[src/rtl/fifo_sync_level_pkg.sv]
// Shared width helpers and operation encoding for the single-clock level-reporting FIFO.
// Imported by the FIFO top and its pointer sub-module.
package fifo_sync_level_pkg;

    // Encoding of {wr_acc, rd_acc} for the level update decode.
    typedef enum logic [1:0] {
        OpIdle = 2'b00,
        OpRd   = 2'b01,
        OpWr   = 2'b10,
        OpBoth = 2'b11
    } fifo_op_e;

    // Width that holds 0..depth inclusive.
    function automatic int unsigned lvl_width(input int unsigned depth);
        return $clog2(depth + 1);
    endfunction

    // Pointer width; at least one bit so depth 1 still has a legal vector.
    function automatic int unsigned ptr_width(input int unsigned depth);
        int unsigned w;
        w = $clog2(depth);
        return (w < 1) ? 1 : w;
    endfunction

    function automatic bit params_ok(input int unsigned width, input int unsigned depth,
                                     input int unsigned afull, input int unsigned aempty);
        return (width >= 1) && (depth >= 1) && (afull <= depth) && (aempty <= depth);
    endfunction

endpackage

[src/rtl/fifo_ptr_wrap.sv]
// Modulo-p_DEPTH pointer: advances on inc, wraps from p_DEPTH-1 to 0.
// Synchronous active-high reset returns it to 0.
module fifo_ptr_wrap #(
    parameter int unsigned p_DEPTH = 16,
    parameter int unsigned p_PTR_W = 4
) (
    input  logic               clk,
    input  logic               rst,
    input  logic               inc,
    output logic [p_PTR_W-1:0] ptr
);

    logic [p_PTR_W-1:0] ptr_q, ptr_d;

    always_comb begin
        ptr_d = ptr_q;
        if (inc) begin
            if (ptr_q == p_PTR_W'(p_DEPTH - 1)) begin
                ptr_d = '0;
            end else begin
                ptr_d = ptr_q + p_PTR_W'(1);
            end
        end
    end

    always_ff @(posedge clk) begin
        if (rst) begin
            ptr_q <= '0;
        end else begin
            ptr_q <= ptr_d;
        end
    end

    assign ptr = ptr_q;

endmodule

[src/rtl/fifo_sync_level.sv]
// Single-clock FIFO of any depth with fill level, programmable almost flags, sticky
// overflow/underflow and a choice of first-word-fall-through or registered read.
module fifo_sync_level
    import fifo_sync_level_pkg::*;
#(
    parameter int unsigned p_WIDTH  = 8,
    parameter int unsigned p_DEPTH  = 16,
    parameter int unsigned p_AFULL  = 14,
    parameter int unsigned p_AEMPTY = 2,
    parameter int unsigned p_FWFT   = 1,
    localparam int unsigned lp_LVL_W = lvl_width(p_DEPTH),
    localparam int unsigned lp_PTR_W = ptr_width(p_DEPTH)
) (
    input  logic                clk,
    input  logic                rst,
    input  logic [p_WIDTH-1:0]  wrdata,
    input  logic                wrena,
    input  logic                rdena,
    output logic [p_WIDTH-1:0]  rddata,
    output logic                rdvalid,
    output logic                full,
    output logic                empty,
    output logic                afull,
    output logic                aempty,
    output logic [lp_LVL_W-1:0] level,
    output logic                overflow,
    output logic                underflow
);

    if (!params_ok(p_WIDTH, p_DEPTH, p_AFULL, p_AEMPTY)) begin : g_bad_params
        $error("fifo_sync_level: illegal parameters (width/depth < 1 or threshold > depth)");
    end

    logic [p_WIDTH-1:0]  mem_q [p_DEPTH];
    logic [lp_PTR_W-1:0] wr_ptr, rd_ptr;
    logic [lp_LVL_W-1:0] level_q, level_d;
    logic                overflow_q, overflow_d;
    logic                underflow_q, underflow_d;
    logic                wr_acc, rd_acc, mem_we;

    // Accepts use this cycle's registered flags: no write-through, no full-bypass.
    always_comb begin
        wr_acc = wrena & ~full;
        rd_acc = rdena & ~empty;
        mem_we = wr_acc & ~rst;
    end

    always_comb begin
        full   = (level_q == lp_LVL_W'(p_DEPTH));
        empty  = (level_q == '0);
        afull  = (32'(level_q) >= p_AFULL);
        aempty = (32'(level_q) <= p_AEMPTY);
    end

    always_comb begin
        level_d = level_q;
        unique case (fifo_op_e'({wr_acc, rd_acc}))
            OpWr:    level_d = level_q + lp_LVL_W'(1);
            OpRd:    level_d = level_q - lp_LVL_W'(1);
            default: level_d = level_q;
        endcase
    end

    always_comb begin
        overflow_d  = overflow_q | (wrena & full);
        underflow_d = underflow_q | (rdena & empty);
    end

    always_ff @(posedge clk) begin
        if (rst) begin
            level_q     <= '0;
            overflow_q  <= 1'b0;
            underflow_q <= 1'b0;
        end else begin
            level_q     <= level_d;
            overflow_q  <= overflow_d;
            underflow_q <= underflow_d;
        end
    end

    // Storage is deliberately not reset; occupancy tracking makes stale words invisible.
    always_ff @(posedge clk) begin
        if (mem_we) begin
            mem_q[wr_ptr] <= wrdata;
        end
    end

    fifo_ptr_wrap #(
        .p_DEPTH (p_DEPTH),
        .p_PTR_W (lp_PTR_W)
    ) u_wr_ptr (
        .clk (clk),
        .rst (rst),
        .inc (wr_acc),
        .ptr (wr_ptr)
    );

    fifo_ptr_wrap #(
        .p_DEPTH (p_DEPTH),
        .p_PTR_W (lp_PTR_W)
    ) u_rd_ptr (
        .clk (clk),
        .rst (rst),
        .inc (rd_acc),
        .ptr (rd_ptr)
    );

    if (p_FWFT != 0) begin : g_fwft
        always_comb begin
            rddata  = mem_q[rd_ptr];
            rdvalid = ~empty;
        end
    end else begin : g_reg
        logic [p_WIDTH-1:0] rddata_q, rddata_d;
        logic               rdvalid_q, rdvalid_d;

        // Data register holds its last value when no read is accepted.
        always_comb begin
            rddata_d  = rddata_q;
            rdvalid_d = rd_acc;
            if (rd_acc) begin
                rddata_d = mem_q[rd_ptr];
            end
        end

        always_ff @(posedge clk) begin
            if (rst) begin
                rddata_q  <= '0;
                rdvalid_q <= 1'b0;
            end else begin
                rddata_q  <= rddata_d;
                rdvalid_q <= rdvalid_d;
            end
        end

        always_comb begin
            rddata  = rddata_q;
            rdvalid = rdvalid_q;
        end
    end

    always_comb begin
        level     = level_q;
        overflow  = overflow_q;
        underflow = underflow_q;
    end

endmodule

[config.mk]
export PLATFORM = sky130hd
export DESIGN_NAME = fifo_sync_level
export DESIGN_NICKNAME = d
export VERILOG_FILES = /design/src/rtl/fifo_sync_level_pkg.sv /design/src/rtl/fifo_ptr_wrap.sv /design/src/rtl/fifo_sync_level.sv
export SDC_FILE = /design/constraint.sdc
export NUM_CORES = 1
export LEC_CHECK = 0
export CELL_PAD_IN_SITES_DETAIL_PLACEMENT = 1
export CELL_PAD_IN_SITES_GLOBAL_PLACEMENT = 2
export CORE_ASPECT_RATIO = 0.9
export CORE_MARGIN = 2
export CORE_UTILIZATION = 41
export DETAILED_ROUTE_END_ITERATION = 16
export PLACE_DENSITY_LB_ADDON = 0.12
export SETUP_SLACK_MARGIN = 0.1
export SLEW_MARGIN = 30
export SYNTH_ARGS = -nofsm -noshare
export SYNTH_HDL_FRONTEND = slang
export SYNTH_SLANG_ARGS = --single-unit
[constraint.sdc]
create_clock -name clk -period 2.6 [get_ports clk]
set_input_delay 0.65 -clock clk [delete_from_list [all_inputs] [get_ports clk]]
set_output_delay 0.65 -clock clk [all_outputs]
set_load 0.005 [all_outputs]
==> impl_metrics.py, run 1 <==
metrics = {
    "run_status": {
        "status": "finished, violations left",
        "violations": "setup timing",
    },
    "timing": {
        "fin_skew_ns": 0.007533,
        "setup_slack_ns": -0.2683,
        "worst_slew_pin_slew_ns": 0.6076,
        "fmax_ghz": 0.3486,
        "hold_slack_ns": 0.4744,
        "slew_violations": 0,
        "fin_crit_sh": 1.103,
        "finalHoldViolCount": 0,
        "rsz0062_at_grt": "true",
        "relSlewSlack": 0.5937,
        "fin_crit_ns": 2.868,
        "setup_viol": 9,
    },
    "global_routing": {
        "grt_max_degree": 33,
        "grt_pass1_vias": 3418,
        "grt_util_all_layers": 0.1934,
        "grt_pass1_wl_um": 21110,
        "antenna_found_initial": 0,
        "grt_overflow": 0,
    },
    "logic_synthesis": {
        "yosysSeqAreaShare": 0.7131,
        "netlist_instances": 310,
        "synth.top_cell.area_share": 0.6489,
        "syn_nets": 330,
        "synthAdderAreaFrac": 0.01690,
        "yosysWarningCount": 0,
        "synth.area.top_cells": "edfxtp_1, mux4_2, dfxtp_1",
        "synth_cell_type_count": 38,
        "synth_xor_area_frac": 0.007393,
        "ys_seq_elements": 147,
        "avgSynthCellArea_um2": 19.11,
        "yosysTopAreaCell": "edfxtp_1",
        "synth_compound_area_frac": 0.03147,
        "synthSimpleGateAreaFrac": 0.04880,
        "syn_area_mm2": 0.005923,
        "post_synth_mux_area_share": 0.1610,
        "synth_top_family_by_area": "multiplexers",
    },
    "clock_network": {
        "cts_hold_buf": 0,
        "cts_root_buffer": "clkbuf_16",
        "insertion_delay_ns": 0.42,
        "cts_buffers": 17,
        "h-tree-depth": 4,
        "cts_tree": "yes",
        "cts.sinks": 147,
        "clkSlewWorstSetupHoldPaths_ns": 0.06,
        "clk_path_buf_depth": 2,
    },
    "min_path": {
        "min_path_type": "register to register",
        "hp-start": "overflow",
    },
    "setup_path": {
        "cp.required_ns": 1.95,
        "rr_startpoint": "level[3]",
        "crit_path_start_kind": "register",
        "rrSetupSlack_ns": -0.01,
        "critPathKind": "register to primary output",
        "end_kind": "primary output",
        "crit_fanout": 7,
        "cp.arrival_ns": 2.22,
    },
    "detailed_routing": {
        "ant_nets": 0,
        "drc": 0,
        "drtPass1Iterations": 4,
        "vias": 3177,
        "drt_iter0_drc": 331,
        "postRouteWirelength_um": 13690,
        "viasPerCell": 5.234,
        "wl_per_cell_um": 22.55,
    },
    "floorplanning": {
        "coreArea_mm2": 0.01406,
        "die_area_mm2": 0.01543,
        "ioPinCount": 32,
        "fp.dieH_um": 118.0,
        "rows": 41,
        "die_w_um": 130.7,
        "initial_core_util": 0.4214,
    },
    "placed_design": {
        "dp_hpwl_um": 8480,
        "pre_cts_ws_ns": -0.1315,
        "port_buffers": 31,
        "routabilityCongestion": 0.6958,
    },
    "cells_and_area": {
        "fillers": 1315,
        "ff_latch_area_mm2": 0.004230,
        "area_growth_pct": 27.76,
        "drive_gt1_frac": 0.3913,
        "diodes": 0,
        "final_nets": 421,
        "multi_input_area_mm2": 0.001637,
    },
    "pwr": {
        "vdd_drop_max_mv": 0.5232,
        "power.density_mw_per_mm2": 955.1,
        "leakage_nw": 2.554,
    },
    "flow_run": {
        "max-cap-violations": 0,
    },
}
-- cells in the final DEF (no fill, tap or decap), types with 6 or more instances in the layout --
master and n:
clkdlybuf4s50_1 19, buf_4 47, dfxtp_1 16, a21oi_1 8, edfxtp_1 128, mux4_2 40
clkbuf_16 17, nor2_1 22, buf_2 9, nand2_1 6
-- Yosys cell counts, drive strengths merged --
library cell  number
and3               1
mux2               2
nand3              3
edfxtp           128
nor2              23
buf               14
o211ai             2
o31ai              1
nor3               3
ha                 8
xor2               5
and3b              2
or3b               4
a2111oi            1
nand2b             1
nor4b              1
nand2              6
o21ai              8
a311o              2
nand3b             1
nor4               2
mux2i              3
clkbuf             4
a211o              1
a21o               1
dfxtp             19
inv                6
or4                1
a31oi              1
nor2b              3
mux4              40
or3                1
and4b              2
a21oi             10
-- cell families (layout without fill, tap and decap cells) --
family,Yosys count,in the layout
XOR/XNOR,5,5
multiplexers,45,45
adder cells (fa/ha/maj),8,8
AND/OR/NAND/NOR,54,54
buffers and inverters,24,128
flip-flops,147,147
AO/OA/AOI/OAI,27,27
-- registers in the layout, indices dropped and copies added (netlist names), named ones only --
register      cells
mem_q           128
level             5
u_rd_ptr.ptr      4
u_wr_ptr.ptr      4
overflow          1
underflow         1
-- metal layers --
layer,track usage,up-vias,wire (µm)
met5,0,-,0
met2,0.2910,57,6723
met4,0.06051,0,143
met3,0.05091,11,572
met1,0.2762,1675,6249
li1,-,1434,-
-- path summary, 6_finish.rpt --
| kind | to | cells past startpoint |
|---|---|---|
| max | rddata[0] | 5 |
| max reg2reg | level[4] | 11 |
| min reg2reg | overflow | 2 |
| min | overflow | 2 |
-- critical path, cell delays in order, from the launching register on --
cell,delay [ns]
dfxtp_4,0.37
buf_4,0.12
buf_12,0.13
mux4_2,0.54
mux4_2,0.51
buf_6,0.14
-- where the power goes --
part	switching, mW	leakage (nW)	internal [mW]
Clock	0.910	0.287	1.51
Sequential	0.0543	1.31	2.66
Combinational	0.877	0.958	1.22
Total	1.84	2.55	5.39
-- cell type report --
| cell class | instances | area share |
|---|---|---|
| clock buffers | 24 | 0.06498 |
| clock inverters | 8 | 0.01306 |
| inverters | 6 | 0.002976 |
| multi-input cells | 139 | 0.2163 |
| flip-flops and latches | 147 | 0.5590 |
| well taps | 193 | 0.03191 |
| repair buffers | 90 | 0.1118 |
-- metrics by stage --
step	TNS, ns	power, mW	utilization	cells	cell area (µm²)
2_1_floorplan	-0.1601	3.797	-	310	5949
3_3_place_gp	-0.8713	4.470	0.4819	559	6774
3_5_place_dp	-0.9718	4.488	0.4819	559	6774
4_1_cts	-2.255	7.201	0.5347	605	7516
5_1_grt	-2.684	7.533	0.5384	607	7567
6_report	-2.066	7.228	0.5384	607	7567
-- timing repair --
action,in CTS,in global routing
cloned,3,0
endpoints found under the setup margin,13,13
endpoints found under the hold margin,0,0
resized for setup,53,10
pin swaps,6,7
buffers inserted,11,3
(Power assumes the default switching activity.)
==> inputs of run 2 (changes only) <==
--- a/config.mk
+++ b/config.mk
@@ -11,7 +11,7 @@
 export CORE_MARGIN = 2
 export CORE_UTILIZATION = 41
 export DETAILED_ROUTE_END_ITERATION = 16
-export PLACE_DENSITY_LB_ADDON = 0.12
+export PLACE_DENSITY_LB_ADDON = 0.2
 export SETUP_SLACK_MARGIN = 0.1
 export SLEW_MARGIN = 30
 export SYNTH_ARGS = -nofsm -noshare
==> run 2 against run 1 <==
  * The run still ends with setup timing left
  * Wire length fell by 1.3%
  * Register-to-register slack got worse by 0.03 ns
  * Non-clock buffer count rose by 4
  * Sequential share of layout area rose by 0.14 points
  * Via count rose by 1.1%
==> impl_metrics.py, run 2 (synthesized netlist as in run 1, its figures left out) <==
metrics = {
    "min_path": {
        "min_path_type": "register to register",
    },
    "cells_and_area": {
        "fin_area_mm2": 0.007548,
        "top_register": "mem_q",
        "final_nets": 425,
        "final_common_cell": "edfxtp_1",
        "final_cell_mix": "edfxtp_1, buf_4, mux4_2",
        "drive_gt1_frac": 0.3933,
        "largest_register_ffs": 128,
        "area_growth_pct": 27.44,
        "diodes": 0,
    },
    "flow_run": {
        "max-cap-violations": 0,
    },
    "floorplanning": {
        "rows": 41,
        "coreArea_mm2": 0.01406,
        "ioPinCount": 32,
        "die_w_um": 130.7,
        "fp.dieH_um": 118.0,
        "initial_core_util": 0.4214,
        "die_area_mm2": 0.01543,
    },
    "detailed_routing": {
        "viasPerCell": 5.264,
        "ant_nets": 0,
        "vias": 3211,
        "postRouteWirelength_um": 13510,
        "drt_iter0_drc": 239,
        "drc": 0,
        "wl_per_cell_um": 22.14,
        "drtPass1Iterations": 4,
    },
    "clock_network": {
        "clkSlewWorstSetupHoldPaths_ns": 0.06,
        "insertion_delay_ns": 0.42,
        "cts_tree": "yes",
        "cts_root_buffer": "clkbuf_16",
        "cts.sinks": 147,
        "clk_path_buf_depth": 2,
        "cts_hold_buf": 0,
        "h-tree-depth": 4,
        "cts_buffers": 17,
    },
    "global_routing": {
        "grt_util_all_layers": 0.1898,
        "grt_pass1_wl_um": 20540,
        "antenna_found_initial": 0,
        "grt_overflow": 0,
        "grt_pass1_vias": 3485,
        "grt_max_degree": 21,
    },
    "timing": {
        "fmax_ghz": 0.3488,
        "rsz0062_at_grt": "true",
        "fin_crit_sh": 1.103,
        "hold_slack_ns": 0.4869,
        "worst_slew_pin_slew_ns": 0.6215,
        "finalHoldViolCount": 0,
        "fin_crit_ns": 2.867,
        "setup_slack_ns": -0.2667,
        "slew_violations": 0,
        "setup_viol": 9,
        "fin_skew_ns": 0.006774,
        "relSlewSlack": 0.5844,
    },
    "pwr": {
        "leakage_nw": 2.546,
        "vdd_drop_max_mv": 0.5931,
        "power.density_mw_per_mm2": 924.0,
        "finalPower_mw": 6.975,
    },
    "setup_path": {
        "cp.required_ns": 1.95,
        "crit_path_start_kind": "register",
        "critPathKind": "register to primary output",
        "crit_fanout": 6,
        "end_kind": "primary output",
        "cp.arrival_ns": 2.22,
    },
    "placed_design": {
        "dp_hpwl_um": 8722,
        "port_buffers": 31,
        "routabilityCongestion": 0.7574,
        "pre_cts_ws_ns": -0.1625,
        "dpl-instance-area_mm2": 0.006809,
    },
    "run_status": {
        "status": "finished, violations left",
        "violations": "setup timing",
    },
}
run 2: what timing repair did:
action / CTS / global route
buffers inserted: 14 / 1
gates resized for setup: 59 / 8
cloned: 3 / 0
pin swaps: 6 / 5
endpoints found under the setup margin: 13 / 14
run 2: path summary, 6_finish.rpt:
kind                               start         to  slack [ns]  depth (start not counted)
worst max-delay path            register  rddata[6]       -0.27                          6
worst min register to register  overflow   overflow        0.49                          2
worst min-delay path            overflow   overflow        0.49                          2
worst max register to register  level[2]   level[4]       -0.04                         11
run 2: area by class of cell:
| class | instances | area [µm²] |
|---|---|---|
| sequential | 147 | 4230 |
| tap | 193 | 241.5 |
| clock buffer | 19 | 432.9 |
| multi-input combinational | 139 | 1634 |
| timing repair buffer | 94 | 894.6 |
| fill | 1320 | 6507 |
| clock inverter | 12 | 92.59 |
| inverter | 6 | 22.52 |
run 2: power by group:
group | leakage, nW | switching (mW) | internal (mW) | total, mW
clock network | 0.253 | 0.887 | 1.29 | 2.18
logic | 0.984 | 0.854 | 1.23 | 2.08
registers | 1.31 | 0.0581 | 2.66 | 2.72
total | 2.55 | 1.80 | 5.18 | 6.98
run 2: per-stage QoR:
step                utilization  cells  TNS (ns)
floorplan                     -    310   -0.1601
global placement         0.4844    562    -4.402
detailed placement       0.4844    562    -5.003
CTS                      0.5353    610    -2.220
global route             0.5370    610    -2.675
finish                   0.5370    610    -2.045
run 2: worst max-delay path: stages (launching register included):
cell	delay [ns]
dfxtp_4	0.38
buf_12	0.11
buf_12	0.11
buf_6	0.10
mux4_2	0.50
mux4_2	0.45
buf_2	0.14
run 2: layer usage:
metal | up-vias | share of wire | track usage
met5 | - | 0 | 0
met4 | 0 | 0.012 | 0.06449
met3 | 14 | 0.070 | 0.04955
met2 | 84 | 0.51 | 0.3024
met1 | 1666 | 0.41 | 0.2536
li1 | 1447 | - | -
==> inputs of run 3 (changes only) <==
--- a/config.mk
+++ b/config.mk
@@ -11,6 +11,8 @@
 export CORE_MARGIN = 2
 export CORE_UTILIZATION = 41
 export DETAILED_ROUTE_END_ITERATION = 16
+export GPL_ROUTABILITY_DRIVEN = 1
+export HOLD_SLACK_MARGIN = 0.05
 export PLACE_DENSITY_LB_ADDON = 0.2
 export SETUP_SLACK_MARGIN = 0.1
 export SLEW_MARGIN = 30
==> results of run 3 <==
Same layout as run 2: the final DEF is identical, and so are final timing and power.
